==> config.mk <==
export PLATFORM = sky130hd
export DESIGN_NAME = commit_trace_buffer
export DESIGN_NICKNAME = d
export VERILOG_FILES = /design/src/rtl/commit_trace_buffer.sv
export SDC_FILE = /design/constraint.sdc
export NUM_CORES = 2
export LEC_CHECK = 0
export CAP_MARGIN = 30
export CORE_MARGIN = 4
export CORE_UTILIZATION = 49
export DETAILED_ROUTE_END_ITERATION = 8
export GPL_TIMING_DRIVEN = 1
export PLACE_DENSITY = 0.73
export SLEW_MARGIN = 10
export SYNTH_ARGS = -nofsm -noshare
export SYNTH_HDL_FRONTEND = slang
export SYNTH_SLANG_ARGS = --single-unit
==> constraint.sdc <==
create_clock -name clk -period 8.3 [get_ports clk]
set_input_delay 1.66 -clock clk [delete_from_list [all_inputs] [get_ports clk]]
set_output_delay 1.66 -clock clk [all_outputs]
set_load 0.02 [all_outputs]
==> src/rtl/commit_trace_buffer.sv <==
// Retirement trace buffer: captures retired instructions into a circular
// store, freezes on trigger/post-count (MODE 0) or on full (MODE 1), then
// drains the frozen window oldest-first over a valid/ready port.
module commit_trace_buffer #(
  parameter int DEPTH     = 32,
  parameter int POST_TRIG = 8,
  parameter int STAMP_W   = 16,
  parameter int MODE      = 0
) (
  input  logic               clk,
  input  logic               rst,
  input  logic               en_i,
  input  logic               ret_valid_i,
  input  logic [31:0]        ret_pc_i,
  input  logic [31:0]        ret_instr_i,
  input  logic [31:0]        ret_rd_data_i,
  input  logic [4:0]         ret_rd_i,
  input  logic               ret_rf_wr_en_i,
  input  logic               trig_ext_i,
  input  logic               trig_pc_en_i,
  input  logic [31:0]        trig_pc_i,
  input  logic               rearm_i,
  input  logic               rd_ready_i,
  output logic               rd_valid_o,
  output logic [31:0]        rd_pc_o,
  output logic [31:0]        rd_instr_o,
  output logic [31:0]        rd_rd_data_o,
  output logic [4:0]         rd_rd_o,
  output logic               rd_rf_wr_en_o,
  output logic [STAMP_W-1:0] rd_stamp_o,
  output logic               rd_last_o,
  output logic [1:0]         state_o,
  output logic [$clog2(DEPTH):0] count_o,
  output logic               wrapped_o,
  output logic               triggered_o
);

  localparam int AW = $clog2(DEPTH);
  localparam int CW = AW + 1;
  localparam logic [CW-1:0] FULL = CW'(DEPTH);

  typedef enum logic [1:0] {
    ARMED  = 2'b00,
    POST   = 2'b01,
    FROZEN = 2'b10,
    DONE   = 2'b11
  } state_t;

  state_t             state_reg, state_next;
  logic [AW-1:0]      wr_ptr_reg, wr_ptr_next, rd_ptr_reg;
  logic [CW-1:0]      count_reg, count_next, remain_reg;
  logic [AW-1:0]      post_cnt_reg, post_cnt_next;
  logic [STAMP_W-1:0] stamp_reg;
  logic               wrapped_reg, triggered_reg;
  logic               cap, trig, xfer, freeze, rd_valid;

  logic [31:0]        pc_mem    [DEPTH];
  logic [31:0]        instr_mem [DEPTH];
  logic [31:0]        data_mem  [DEPTH];
  logic [4:0]         rd_mem    [DEPTH];
  logic               wen_mem   [DEPTH];
  logic [STAMP_W-1:0] stamp_mem [DEPTH];

  // Capture / trigger / transfer decode; rearm suppresses a same-cycle capture
  always_comb begin
    cap  = en_i && ret_valid_i && !rearm_i && (state_reg == ARMED || state_reg == POST);
    trig = (MODE == 0) && (state_reg == ARMED) &&
           (trig_ext_i || (trig_pc_en_i && cap && ret_pc_i == trig_pc_i));
    xfer = (state_reg == FROZEN) && (remain_reg != '0) && rd_ready_i;
    wr_ptr_next = cap ? wr_ptr_reg + 1'b1 : wr_ptr_reg;
    count_next  = (cap && count_reg != FULL) ? count_reg + 1'b1 : count_reg;
  end

  // Next-state logic; the triggering retirement counts toward the post window
  always_comb begin
    state_next    = state_reg;
    post_cnt_next = post_cnt_reg;
    case (state_reg)
      ARMED: begin
        if (MODE == 0) begin
          if (trig) begin
            if (POST_TRIG == 0 || (cap && POST_TRIG == 1)) begin
              state_next = FROZEN;
            end else begin
              post_cnt_next = cap ? AW'(POST_TRIG - 1) : AW'(POST_TRIG);
              state_next    = POST;
            end
          end
        end else if (cap && count_next == FULL) begin
          state_next = FROZEN;
        end
      end
      POST: begin
        if (cap) begin
          post_cnt_next = post_cnt_reg - 1'b1;
          if (post_cnt_reg == AW'(1)) state_next = FROZEN;
        end
      end
      FROZEN: begin
        if (remain_reg == '0 || (xfer && remain_reg == CW'(1))) state_next = DONE;
      end
      default: state_next = state_reg;
    endcase
    freeze = (state_next == FROZEN) && (state_reg != FROZEN);
  end

  // Control registers; rearm clears everything exactly like reset
  always_ff @(posedge clk) begin
    if (rst || rearm_i) begin
      state_reg     <= ARMED;
      wr_ptr_reg    <= '0;
      rd_ptr_reg    <= '0;
      count_reg     <= '0;
      remain_reg    <= '0;
      post_cnt_reg  <= '0;
      stamp_reg     <= '0;
      wrapped_reg   <= 1'b0;
      triggered_reg <= 1'b0;
    end else begin
      state_reg    <= state_next;
      wr_ptr_reg   <= wr_ptr_next;
      count_reg    <= count_next;
      post_cnt_reg <= post_cnt_next;
      stamp_reg    <= stamp_reg + 1'b1;
      if (cap && count_reg == FULL) wrapped_reg <= 1'b1;
      if (trig) triggered_reg <= 1'b1;
      if (freeze) begin
        // oldest surviving entry sits count positions behind the write pointer
        rd_ptr_reg <= wr_ptr_next - count_next[AW-1:0];
        remain_reg <= count_next;
      end else if (xfer) begin
        rd_ptr_reg <= rd_ptr_reg + 1'b1;
        remain_reg <= remain_reg - 1'b1;
      end
    end
  end

  // Entry storage written at the write pointer on each capture
  always_ff @(posedge clk) begin
    if (cap) begin
      pc_mem[wr_ptr_reg]    <= ret_pc_i;
      instr_mem[wr_ptr_reg] <= ret_instr_i;
      data_mem[wr_ptr_reg]  <= ret_rd_data_i;
      rd_mem[wr_ptr_reg]    <= ret_rd_i;
      wen_mem[wr_ptr_reg]   <= ret_rf_wr_en_i;
      stamp_mem[wr_ptr_reg] <= stamp_reg;
    end
  end

  // Readout port: fields read at rd_ptr and forced to zero when not valid
  always_comb begin
    rd_valid      = (state_reg == FROZEN) && (remain_reg != '0);
    rd_valid_o    = rd_valid;
    rd_last_o     = rd_valid && (remain_reg == CW'(1));
    rd_pc_o       = rd_valid ? pc_mem[rd_ptr_reg]    : '0;
    rd_instr_o    = rd_valid ? instr_mem[rd_ptr_reg] : '0;
    rd_rd_data_o  = rd_valid ? data_mem[rd_ptr_reg]  : '0;
    rd_rd_o       = rd_valid ? rd_mem[rd_ptr_reg]    : '0;
    rd_rf_wr_en_o = rd_valid ? wen_mem[rd_ptr_reg]   : 1'b0;
    rd_stamp_o    = rd_valid ? stamp_mem[rd_ptr_reg] : '0;
    state_o       = state_reg;
    count_o       = count_reg;
    wrapped_o     = wrapped_reg;
    triggered_o   = triggered_reg;
  end

endmodule

==> flow_summary.ini <==
[yosys]
synth_warnings = 0
synth_most_common_cell = edfxtp_1
synth-async-reset-ratio_pct = 0
yosys.area.top_type = edfxtp_1
synth_area_um2 = 146000
synth-seq-area-share_pct = 78.4
synth_area_leaders = edfxtp_1 (78%), mux4_2 (18%), mux2i_1 (0.82%), dfxtp_1 (0.71%), nor2_1 (0.52%)
synthTopCellsByCount = edfxtp_1 (3776), mux4_2 (1180), nor2_1 (201), clkbuf_1 (167), mux2i_1 (119)
ys_seq_elements = 3828
synth_top_area_share_pct = 77.6
synthFlopType = edfxtp_1
postSynthAreaPerCell_um2 = 24.9
synth_edf_count = 3776
synth.distinct_cells = 49
netlist_instances = 5868
syn-num-nets = 6027

[sta]
finalCritPeriodShare_pct = 80.6
finalCriticalPeriod_ns = 6.69
tightestPinTransition_ns = 1.08
skew_ns = 0.0529
fin_ws_ns = 1.61
setup_viol = 0
hold_ws_ns = 0.476
setup-tns-final_ns = 0
fmax_mhz = 150
rsz0062_at_grt = false
slew_violations = 0
slew-limit-headroom_pct = 28.2
timing.final.hold_violations = 0

[pwr]
irDropWorstVdd_mv = 0.197
p_leak_nw = 49.6
switchingPower_w = 0.00741
p_per_area_nw_per_um2 = 226
intPower_w = 0.0306
seqPwrFrac_pct = 55.8
swShare_pct = 19.5
combinationalPowerShare_pct = 1.3
pwr-share-clk_pct = 42.9

[global_route]
first_global_vias = 70000
grt_pass1_wl_um = 522000
track_usage_pct = 23.7
grt_max_degree = 139
antenna_found_initial = 36
grt_remaining_overflow = 0

[hold_path]
hold_path.class = reg2reg
min_to = triggered_o
hold_start = triggered_o
worstHoldPathCells = 1

[worst_setup_path]
crit_path_start_kind = flip-flop
ff2ff_setup_slack_ns = 4.22
cp.required_ns = 6.64
crit_type = reg2out
path_cells = buf_16 -> buf_12 -> buf_12 -> mux4_2 -> mux4_2 -> mux2i_1 -> nor2_1 -> clkdlybuf4s50_1
slowest_stage = dfxtp_4
cp_max_fo = 59
end_kind = primary output
cp.arrival_ns = 5.03
path_buf_inv = 4
r2r-end = data_mem[2][8]
max_stage_delay_ns = 0.68
crit_family = buffers and inverters
r2r_cells = 5
worstReg2RegStart = state_o[1]

[route]
wl_per_cell_um = 34.2
vias = 68800
ant_nets = 0
drcViolationCount = 0
viasPerCell = 6.42
first_pass_iters = 5
drtIter0Drc = 10200
drt-total-wl_um = 366000

[clock_tree]
cts_root_buf = clkbuf_16
clk_latency_ns = 0.93
cts_buffers = 373
ctsHtreeMaxLevel = 5
clock_path_buffers = 4
path_clk_slew_ns = 0.06
cts_resized = 0
cts_setup_buffers = 0
cts_sinks = 3828
cts_tree = yes
cts-hold-fix-buffers = 0

[floorplanning]
coreArea_um2 = 297000
design.die.area_um2 = 307000
die_w_um = 554
io_pins = 272
row_count = 200
initial_core_util_pct = 49.2
die_y_um = 554

[place]
post-dp-hpwl_um = 175000
routabilityCongestion = 0.743
dp_slack_ns = 2.53
numPortBuffers = 271

[layout]
syn_to_final_growth_pct = 15.0
fin_nets = 6642
drive_gt1_share_pct = 29.5
reg_top3 = data_mem: 1024 flops, instr_mem: 1024 flops, pc_mem: 1024 flops

[outcome]
outcome = finished clean

[job]
maxCapViolCount = 0
==> worst max-delay path by stage <==
stage              start  slack [ns]  cells past startpoint              end
2_1_floorplan    rearm_i        0.11                      5  data_mem[28][0]
3_3_place_gp   flip-flop        2.35                      7   rd_instr_o[19]
3_5_place_dp   flip-flop        2.53                      8   rd_instr_o[19]
4_1_cts        flip-flop        1.51                      8   rd_instr_o[19]
5_1_grt        flip-flop        1.37                      8   rd_instr_o[17]
6_report       flip-flop        1.61                      8   rd_instr_o[25]
==> power by group through the flow <==
stage	combinational, W	sequential [W]	clock (W)
floorplan	0.0000795	0.0216	0
global placement	0.000413	0.0216	0
detailed placement	0.000452	0.0216	0
CTS	0.000453	0.0212	0.0165
global route	0.000551	0.0212	0.0174
finish	0.000513	0.0212	0.0163
==> placed cells by master, fill, tap and decap left out, types with 5 or more instances in the layout <==
cell	synthesis	routed
edfxtp_1	3776	3776
mux4_2	1180	1180
clkbuf_16	0	379
clkdlybuf4s50_1	0	271
nor2_1	201	169
mux2i_1	119	119
buf_4	0	110
clkbuf_1	167	96
buf_8	0	78
buf_12	0	69
clkinv_1	0	63
clkinv_2	0	57
dfxtp_1	52	47
xnor2_1	43	42
nor2_4	0	32
bufinv_16	0	23
nand2_1	22	22
a21oi_1	18	18
xor2_1	17	17
ha_1	16	16
diode_2	0	15
inv_1	14	14
nand3_1	14	14
nand4_1	14	14
clkbuf_8	0	13
buf_16	0	12
and2_1	8	8
clkinv_8	0	8
and3_1	7	7
nor3_1	7	7
o21ai_0	6	6
clkinv_4	0	6
clkinvlp_4	0	6
nand3b_1	5	5
dfxtp_4	0	5
inv_6	0	5
==> final cells by class <==
class                      instances  area [um^2]
timing repair buffer             542         6440
tap                             3939         4930
clock buffer                     488        10000
sequential                      3828       114000
fill                           20900       129000
antenna                           15         37.5
clock inverter                   175         1660
inverter                          14         52.6
multi-input combinational       1724        30400
==> stage by stage <==
stage | cell area (um^2) | instances | total power, W | utilization, %
4_1_cts | 167000 | 10600 | 0.0382 | 56.2
5_1_grt | 168000 | 10700 | 0.0391 | 56.6
6_report | 168000 | 10700 | 0.0380 | 56.6
2_1_floorplan | 146000 | 5868 | 0.0217 | -
3_3_place_gp | 155000 | 9943 | 0.0220 | 52.1
3_5_place_dp | 155000 | 9964 | 0.0221 | 52.2
==> cells by family (layout without fill, tap and decap cells) <==
group / count (synthesis) / count (layout) / share of synthesized area [%]
flip-flops: 3828 / 3828 / 78.4
multiplexers: 1299 / 1299 / 19.0
buffers and inverters: 316 / 1219 / 0.987
AND/OR/NAND/NOR: 300 / 300 / 0.911
XOR/XNOR: 61 / 61 / 0.375
AO/OA/AOI/OAI: 47 / 47 / 0.206
adder cells (fa/ha/maj): 17 / 17 / 0.151
other: 0 / 15 / 0
==> layer usage <==
layer / wire, um / share of wire [%] / GRT usage (%)
met4: 8620 / 2.4 / 5.87
met2: 179000 / 49 / 37.3
met3: 38200 / 10 / 4.63
met1: 141000 / 38 / 34.5
met5: 147 / 0.040 / 0
No activity file was read; power rests on OpenSTA's default activity.
